### src/rtl/object_sprite_drawer_pkg.sv
// Shared types for the sprite drawer: coordinate widths, FSM encoding and a busy decode helper.
package object_sprite_drawer_pkg;

  localparam int X_W   = 8;
  localparam int Y_W   = 7;
  localparam int CNT_W = 8;

  typedef enum logic [2:0] {
    ST_IDLE     = 3'd0,
    ST_LOAD     = 3'd1,
    ST_DRAW     = 3'd2,
    ST_FLUSH    = 3'd3,
    ST_DONE     = 3'd4,
    ST_WAIT_LOW = 3'd5
  } state_e;

  function automatic logic state_is_busy(input state_e s);
    case (s)
      ST_LOAD, ST_DRAW, ST_FLUSH, ST_DONE: state_is_busy = 1'b1;
      default:                             state_is_busy = 1'b0;
    endcase
  endfunction

endpackage

### src/rtl/object_sprite_drawer_scan_counter.sv
// Column/row raster counter for one sprite, with a flag marking the final pixel.
module sprite_scan_counter #(
  parameter int SPR_W = 16,
  parameter int SPR_H = 16,
  localparam int CW = $clog2(SPR_W),
  localparam int RW = $clog2(SPR_H)
) (
  input  logic          clk,
  input  logic          reset,
  input  logic          i_clear,
  input  logic          i_step,
  output logic [CW-1:0] o_col,
  output logic [RW-1:0] o_row,
  output logic          o_last
);

  localparam logic [CW-1:0] COL_MAX = CW'(SPR_W - 1);
  localparam logic [RW-1:0] ROW_MAX = RW'(SPR_H - 1);

  logic [CW-1:0] r_col;
  logic [RW-1:0] r_row;

  always_ff @(posedge clk or posedge reset) begin
    if (reset) begin
      r_col <= '0;
      r_row <= '0;
    end else if (i_clear) begin
      r_col <= '0;
      r_row <= '0;
    end else if (i_step) begin
      if (r_col == COL_MAX) begin
        r_col <= '0;
        r_row <= r_row + RW'(1);
      end else begin
        r_col <= r_col + CW'(1);
      end
    end
  end

  assign o_col  = r_col;
  assign o_row  = r_row;
  assign o_last = (r_col == COL_MAX) && (r_row == ROW_MAX);

endmodule

### src/rtl/object_sprite_drawer.sv
// Draws one sprite into the VGA adapter per enable request, then pulses done and bumps count.
// Optional build macro TRANSPARENT_KEY_EN suppresses plotting of KEY_COLOR pixels.
module object_sprite_drawer
  import object_sprite_drawer_pkg::*;
#(
  parameter int SPR_W   = 16,
  parameter int SPR_H   = 16,
  parameter int SCR_W   = 160,
  parameter int SCR_H   = 120,
  parameter int COLOR_W = 3,
  parameter logic [COLOR_W-1:0] KEY_COLOR = 3'b000,
  localparam int CW = $clog2(SPR_W),
  localparam int RW = $clog2(SPR_H),
  localparam int AW = CW + RW
) (
  input  logic               clk,
  input  logic               reset,
  input  logic               enable,
  input  logic [X_W-1:0]     obj_x,
  input  logic [Y_W-1:0]     obj_y,
  input  logic               count_clr_n,
  output logic [AW-1:0]      rom_addr,
  input  logic [COLOR_W-1:0] rom_data,
  output logic [X_W-1:0]     vga_x,
  output logic [Y_W-1:0]     vga_y,
  output logic [COLOR_W-1:0] vga_colour,
  output logic               vga_plot,
  output logic               busy,
  output logic               done,
  output logic [CNT_W-1:0]   count
);

`ifdef TRANSPARENT_KEY_EN
  localparam bit KEY_EN = 1'b1;
`else
  localparam bit KEY_EN = 1'b0;
`endif

  state_e           r_state, w_next_state;
  logic [X_W-1:0]   r_obj_x;
  logic [Y_W-1:0]   r_obj_y;
  logic [AW-1:0]    r_rom_addr;
  logic [X_W:0]     r_a_x;
  logic [Y_W:0]     r_a_y;
  logic             r_a_valid;
  logic [X_W-1:0]   r_vga_x;
  logic [Y_W-1:0]   r_vga_y;
  logic             r_plot;
  logic             r_busy;
  logic             r_done;
  logic [CNT_W-1:0] r_count;
  logic [CW-1:0]    w_col;
  logic [RW-1:0]    w_row;
  logic             w_last;
  logic             w_issue;
  logic             w_a_on;
  logic             w_plot;

  sprite_scan_counter #(.SPR_W(SPR_W), .SPR_H(SPR_H)) u_scan (
    .clk     (clk),
    .reset   (reset),
    .i_clear (r_state == ST_LOAD),
    .i_step  (w_issue),
    .o_col   (w_col),
    .o_row   (w_row),
    .o_last  (w_last)
  );

  assign w_issue = (r_state == ST_DRAW) && enable;

  always_ff @(posedge clk or posedge reset) begin
    if (reset) r_state <= ST_IDLE;
    else       r_state <= w_next_state;
  end

  // Dropping enable before DONE abandons the sprite; WAIT_LOW blocks re-triggering on a held request.
  always_comb begin
    w_next_state = r_state;
    case (r_state)
      ST_IDLE:     w_next_state = enable ? ST_LOAD : ST_IDLE;
      ST_LOAD:     w_next_state = enable ? ST_DRAW : ST_IDLE;
      ST_DRAW:     w_next_state = !enable ? ST_IDLE : (w_last ? ST_FLUSH : ST_DRAW);
      ST_FLUSH:    w_next_state = enable ? ST_DONE : ST_IDLE;
      ST_DONE:     w_next_state = ST_WAIT_LOW;
      ST_WAIT_LOW: w_next_state = enable ? ST_WAIT_LOW : ST_IDLE;
      default:     w_next_state = ST_IDLE;
    endcase
  end

  always_ff @(posedge clk or posedge reset) begin
    if (reset) begin
      r_obj_x    <= '0;
      r_obj_y    <= '0;
      r_rom_addr <= '0;
      r_a_x      <= '0;
      r_a_y      <= '0;
      r_a_valid  <= 1'b0;
    end else begin
      if (r_state == ST_LOAD) begin
        r_obj_x <= obj_x;
        r_obj_y <= obj_y;
      end
      r_a_valid <= w_issue;
      // Sums keep a carry bit so sprites hanging off the right/bottom edge clip rather than wrap.
      if (w_issue) begin
        r_rom_addr <= {w_row, w_col};
        r_a_x      <= {1'b0, r_obj_x} + (X_W+1)'(w_col);
        r_a_y      <= {1'b0, r_obj_y} + (Y_W+1)'(w_row);
      end
    end
  end

  assign w_a_on = (r_a_x < (X_W+1)'(SCR_W)) && (r_a_y < (Y_W+1)'(SCR_H));

  always_ff @(posedge clk or posedge reset) begin
    if (reset) begin
      r_vga_x <= '0;
      r_vga_y <= '0;
      r_plot  <= 1'b0;
    end else begin
      r_plot <= r_a_valid && w_a_on;
      if (r_a_valid) begin
        r_vga_x <= r_a_x[X_W-1:0];
        r_vga_y <= r_a_y[Y_W-1:0];
      end
    end
  end

  always_ff @(posedge clk or posedge reset) begin
    if (reset) begin
      r_busy  <= 1'b0;
      r_done  <= 1'b0;
      r_count <= '0;
    end else begin
      r_busy <= state_is_busy(w_next_state);
      r_done <= (w_next_state == ST_DONE);
      if (!count_clr_n)
        r_count <= '0;
      else if ((r_state == ST_DONE) && (r_count != 8'hFF))
        r_count <= r_count + 8'd1;
    end
  end

  // ROM data arrives in the same cycle as the registered coordinates, so colour passes straight through.
  assign w_plot     = r_plot && !(KEY_EN && (rom_data == KEY_COLOR));
  assign vga_plot   = w_plot;
  assign vga_colour = w_plot ? rom_data : '0;
  assign vga_x      = r_vga_x;
  assign vga_y      = r_vga_y;
  assign rom_addr   = r_rom_addr;
  assign busy       = r_busy;
  assign done       = r_done;
  assign count      = r_count;

endmodule

### config.mk
export PLATFORM = sky130hd
export DESIGN_NAME = object_sprite_drawer
export DESIGN_NICKNAME = d
export VERILOG_FILES = /design/src/rtl/object_sprite_drawer_pkg.sv /design/src/rtl/object_sprite_drawer_scan_counter.sv /design/src/rtl/object_sprite_drawer.sv
export SDC_FILE = /design/constraint.sdc
export NUM_CORES = 1
export LEC_CHECK = 0
export ABC_CLOCK_PERIOD_IN_PS = 2700
export CAP_MARGIN = 30
export CORE_MARGIN = 10
export CORE_UTILIZATION = 48
export CTS_CLUSTER_SIZE = 28
export DETAILED_ROUTE_END_ITERATION = 7
export GPL_TIMING_DRIVEN = 0
export PLACE_DENSITY = 0.76
export SETUP_SLACK_MARGIN = 0.05
export SLEW_MARGIN = 30
export SYNTH_ARGS = -nofsm -noshare
export SYNTH_HDL_FRONTEND = slang
export SYNTH_SLANG_ARGS = --single-unit
### constraint.sdc
create_clock -name clk -period 2.7 [get_ports clk]
set_input_delay 0.54 -clock clk [delete_from_list [all_inputs] [get_ports clk]]
set_output_delay 0.54 -clock clk [all_outputs]
set_load 0.05 [all_outputs]
Yosys cells after proc, flatten, opt, wreduce, memory -nomap -nowiden:

Index checks and enable logic that the tools add are counted.

* bits in registers: 78
* word-level logic and storage cells: 62

* add/subtract/negate cells: 5
* multiplexer cells: 17
* $lt $le $gt $ge: 2
* eq/ne operators: 13
* reductions and logical operators: 10

Operators by type and width (number)
* $mux W4: 6
* $pmux W3 S6: 1
* $mux W8: 2
* $eq A3 B2 Y1 const B: 4
* $add A8 B4 Y9: 1
* $eq A3 B3 Y1 const B: 3
* $lt A9 B8 Y1 const B: 1
* $mux W3: 3
* $add A4 B1 Y4 const B: 2
* $add A7 B4 Y8: 1
* $add A8 B1 Y8 const B: 1
* $eq A4 B4 Y1 const B: 2
* $lt A8 B7 Y1 const B: 1
* $ne A8 B8 Y1 const B: 1
* $eq A3 B1 Y1 const B: 2
* $logic_and A1 B1 Y1: 5
* $mux W2: 2
* $reduce_bool A2 Y1: 2
* $reduce_or A4 Y1: 1
* $logic_not A3 Y1: 1
* $mux W1: 3
* $ne A2 B1 Y1 const B: 1
* $reduce_and A2 Y1: 1

Longest topological paths before layout:

* depth after elaboration: 8
* mapped depth: 7
* depth with buffers taken out: 7

Modules after synthesis:

From an unflattened synthesis, not the netlist that was laid out.

* cell total of the unflattened synthesis: 326
* area, all modules: 3594.7 µm²

By module, submodules not included
* object_sprite_drawer: times used 1, cells an instance 284, sequential area each 1751.7 µm², area each 3181.8 µm²
* sprite_scan_counter: times used 1, cells an instance 42, sequential area each 200.2 µm², area each 412.9 µm²

Worst setup path before layout:

Ideal clock, no wire load.

* kind: register to register
* start point: reg r_count[0], in the netlist count[0]
* end point: reg r_count[5], in the netlist count[5]
* arrival: 1765 ps
* required time: 2623 ps
* stages on the path, launching flop included: 6
* slack: 857 ps
* buffers on the path: 0
* cells stage by stage: dfrtp_1 ha_1 nand3_1 o21ai_2 or4_1 a21oi_1

* longest elaborated chain between the ends: 3
* elaborated cells on any way between the ends: 6

Ends and longest elaborated chain
* start: declaration: line object_sprite_drawer.sv:51 `logic [CNT_W-1:0] r_count;`
* start signal: assignment: line object_sprite_drawer.sv:140 `r_count <= r_count + 8'd1;`
* $add A8 B1 Y8 or $ne A8 B8 Y1 (tied branches): line object_sprite_drawer.sv:140, object_sprite_drawer.sv:139
* $mux W8 or $logic_and A1 B1 Y1 (tied branches): line object_sprite_drawer.sv:139 `else if ((r_state == ST_DONE) && (r_count != 8'hFF))`
* $mux W8 or $ne A2 B1 Y1 (tied branches)

Several ways; a longest one is shown, not always the timed one. The select of a mux whose other input is x is not followed.
A chain may end at the register's enable or synchronous reset.

Final worst setup path:

* start point: in rom_data[0]
* end point: out vga_colour[0]

* longest elaborated chain between the ends: 1

Ends and longest elaborated chain
* start: declaration: line object_sprite_drawer.sv:23 `input logic [COLOR_W-1:0] rom_data,`
* $mux W3: line object_sprite_drawer.sv:147 `assign vga_colour = w_plot ? rom_data : '0;`
* end: declaration: line object_sprite_drawer.sv:26 `output logic [COLOR_W-1:0] vga_colour,`

Every way passes these cells.

==> metrics.md <==
| Metric | Value |
|---|---|
| Status | `complete, no violations` |
| Seq/Total Area, Yosys | `0.5518` |
| Hold buffers post-CTS | `0` |
| Vias in the first global route | `2764` |
| Pint | `2803 µW` |
| Slowest-stage cell, CP | `clkdlybuf4s50_1` |
| Via Count | `2599` |
| Die Width | `105.8 µm` |
| Crit. End Element | `output pin` |
| Delay-heaviest family, CP | `buffers and inverters` |
| Post-Syn Instances | `320` |
| Fin cells | `493` |
| Register bit total from synthesis | `78` |
| Max-Cap Viols | `0` |
| First-pass GRT wire length | `13.28 mm` |
| Pwr/cell area | `1012 nW/µm²` |
| Buf/Inv on CP | `2` |
| Post-CTS sizing | `0` |
| Post-CTS setup repair buffer count | `0` |
| Worst-skew pair later-pin latency | `0.35 ns` |
| CP Class | `input pin to output pin` |
| Hold WS | `0.4754 ns` |
| Final wirelength | `7.697 mm` |
| Clock power share | `0.214` |
| Final setup viols | `0` |
| I/O Pins | `59` |
| DP HPWL | `5.680 mm` |
| Mean Syn Cell Area | `11.05 µm²` |
| Final Cycle Share | `0.9099` |
| Worst min path class | `flop to flop` |
| Switch share | `0.3836` |
| WL/cell | `15.61 µm` |
| All-Layer GR Usage | `0.1464` |
| TritonCTS clock tree | `yes` |
| Via density | `5.272` |
| Num Clock Sinks | `78` |
| Mapped Area | `3537 µm²` |
| CP max FO | `1` |
| Min cycle time layout | `2.457 ns` |
| Gr ovfl total | `0` |
| Antenna viol nets, final | `0` |
| Row Count | `31` |
| Ys async rst share | `1.000` |
| Fillers | `607` |
| Slew Limit Fails | `0` |
| Die H | `105.8 µm` |
| Core area | `7214 µm²` |
| VDD IR max | `0.4585 mV` |
| Ys Warns | `0` |
| Fmax achieved | `407.0 MHz` |
| CP Launch Type | `input pin` |
| Hold path startpoint | `r_a_y[2]` |
| Cell mode on critical path | `clkdlybuf4s50_1` |
| Area growth from synthesis to layout | `26.99%` |
| Worst Skew | `0.01472 ns` |
| Logic gate share of total power | `0.390` |
| Syn Nets | `355` |
| WP data arrival | `1.92 ns` |
| Worst Path Required | `2.16 ns` |
| Initial antenna violation count | `0` |
| RD Place Congestion | `0.8571` |
| Count of final hold-check violations | `0` |
| P_leak | `0.002041 µW` |
| CTS clk-pin slew, worst paths | `0.07 ns` |
| Port bufs | `58` |
| Layout Nets | `425` |
| CTS buffer count | `9` |
| Count of cell types in the netlist | `46` |
| Reg2reg start | `u_scan.o_col[0]` |
| Post-synth EDFFs | `0` |
| Die area | `11200 µm²` |
| Synth Flop Type | `dfrtp_1` |
| Starting Density | `0.4903` |
| Root Buffer | `clkbuf_8` |
| Max Root-Sink Buffers | `2` |
| Tightest Pin Transition | `0.7034 ns` |
| Psw | `1744 µW` |
| TritonRoute pass-1 iters | `4` |
| Critical-path cell list | `clkdlybuf4s50_1 > and2_1 > clkdlybuf4s50_1` |
| DR DRC count | `0` |
| RSZ-0062 raised after global routing | `no` |
| Slowest stage delay, CP | `0.80 ns` |
| Number of H-tree levels | `3` |
| Fin util | `0.6226` |
| Placed Cells | `478` |
| Critical path startpoint | `rom_data[0]` |
| Flop pwr share | `0.397` |
| Layout cells sized above 1 | `0.1320` |
| Rel. slew slack | `0.5311` |
| Initial DRC count | `105` |
| Maximum number of pins on one net before global-route repair | `52` |
| Diode count | `0` |
[path summary, 6_finish.rpt]
path | to | slack (ns) | cells after the start
min in group asynchronous | vga_plot | 0.53 | 2
worst max-delay path | vga_colour[0] | 0.24 | 3
worst min register to register | r_a_y[2] | 0.48 | 2
max in group asynchronous | rom_addr[2] | 1.61 | 3
worst max register to register | r_a_x[4] | 0.62 | 6
worst min-delay path | r_a_y[2] | 0.48 | 2
[layer usage]
layer / wire, µm / vias up / global-route usage
met5: 0 / - / 0
met4: 211 / 0 / 0.06673
li1: - / 1263 / -
met3: 477 / 13 / 0.04811
met2: 3745 / 65 / 0.2381
met1: 3263 / 1258 / 0.1722
[logic make-up (layout without fill, tap and decap cells)]
group | count (synthesis) | after routing | synth area share
mux | 30 | 30 | 0.09445
flops | 78 | 78 | 0.5518
compound gates | 54 | 54 | 0.09940
xor+xnor | 11 | 11 | 0.02724
simple gates | 112 | 112 | 0.1514
buf+inv | 22 | 96 | 0.02547
fa+ha+maj | 13 | 13 | 0.05023
[synthesized netlist by cell type (all sizes together), types with 2 or more instances]
cell | instances | area, µm²
o31ai | 5 | 37.54
nor2 | 17 | 63.81
o211ai | 4 | 30.03
and2 | 5 | 31.28
o21ai | 20 | 103.9
a21o | 3 | 22.52
and3 | 2 | 12.51
xor2 | 8 | 70.07
buf | 8 | 37.53
or4 | 2 | 15.01
mux2 | 27 | 304.0
a21oi | 8 | 40.04
o21a | 2 | 15.01
nand3 | 9 | 45.04
xnor2 | 3 | 26.28
clkbuf | 3 | 11.26
a31oi | 2 | 12.51
ha | 11 | 137.6
fa | 2 | 40.04
mux2i | 3 | 30.03
a22o | 2 | 17.52
nor3 | 5 | 36.29
nand4 | 3 | 18.77
dfrtp | 78 | 1952
or3 | 3 | 18.77
inv | 11 | 41.29
a211oi | 2 | 15.01
nand2 | 57 | 214.0
nor2b | 2 | 12.51
[flip-flops by register name, summed over array words and instances (netlist names)]
register and flops:
r_a_x 9, count 8, r_a_y 8, r_obj_x 8, rom_addr 8, vga_x 8
r_obj_y 7, vga_y 7, u_scan.o_col 4, u_scan.o_row 4, r_state 3, busy 1
done 1, r_a_valid 1, vga_plot 1
[worst register-to-register path: stages (launching register included)]
cell and delay, ns:
dfrtp_1 0.47, ha_1 0.26, fa_1 0.42, a21o_1 0.18, a21oi_1 0.36, xnor2_1 0.16, o21ai_0 0.08
[stage by stage]
stage	cell area (µm²)	setup slack [ns]	setup TNS, ns	total power [µW]
floorplan	3537	0.1650	0	3030
global placement	4242	-1.073	-83.38	3549
detailed placement	4272	0.2310	0	3618
CTS	4492	0.2252	0	4599
global route	4492	0.1889	0	4841
finish	4492	0.2432	0	4547
[cell usage in the layout, fill, tap and decap left out, types with 5 or more instances in the layout]
master / instances
a21oi_1: 8
and2_1: 5
clkbuf_8: 10
clkdlybuf4s50_1: 58
dfrtp_1: 78
ha_1: 11
inv_1: 10
mux2_2: 27
nand2_1: 57
nand3_1: 9
nor2_1: 17
o21ai_0: 19
o31ai_1: 5
xor2_1: 8
[area by class of cell]
| cell class | instances | area [µm²] | share of cell area |
|---|---|---|---|
| well taps | 99 | 123.9 | 0.02758 |
| clock inverters | 5 | 82.58 | 0.01838 |
| clock buffers | 10 | 137.6 | 0.03064 |
| plain buffers | 11 | 48.80 | 0.01086 |
| inverters | 11 | 43.79 | 0.009749 |
| multi-input cells | 220 | 1495 | 0.3329 |
| repair buffers | 59 | 608.1 | 0.1354 |
| flip-flops and latches | 78 | 1952 | 0.4345 |
[power by group through the flow]
| stage | clock network (µW) | logic, µW | registers (µW) |
|---|---|---|---|
| 6_report | 971 | 1770 | 1800 |
| 5_1_grt | 1040 | 1930 | 1870 |
| 3_5_place_dp | 0 | 1790 | 1830 |
| 4_1_cts | 993 | 1800 | 1810 |
| 2_1_floorplan | 0 | 824 | 2210 |
| 3_3_place_gp | 0 | 1740 | 1810 |
No activity file was read; power rests on OpenSTA's default activity.
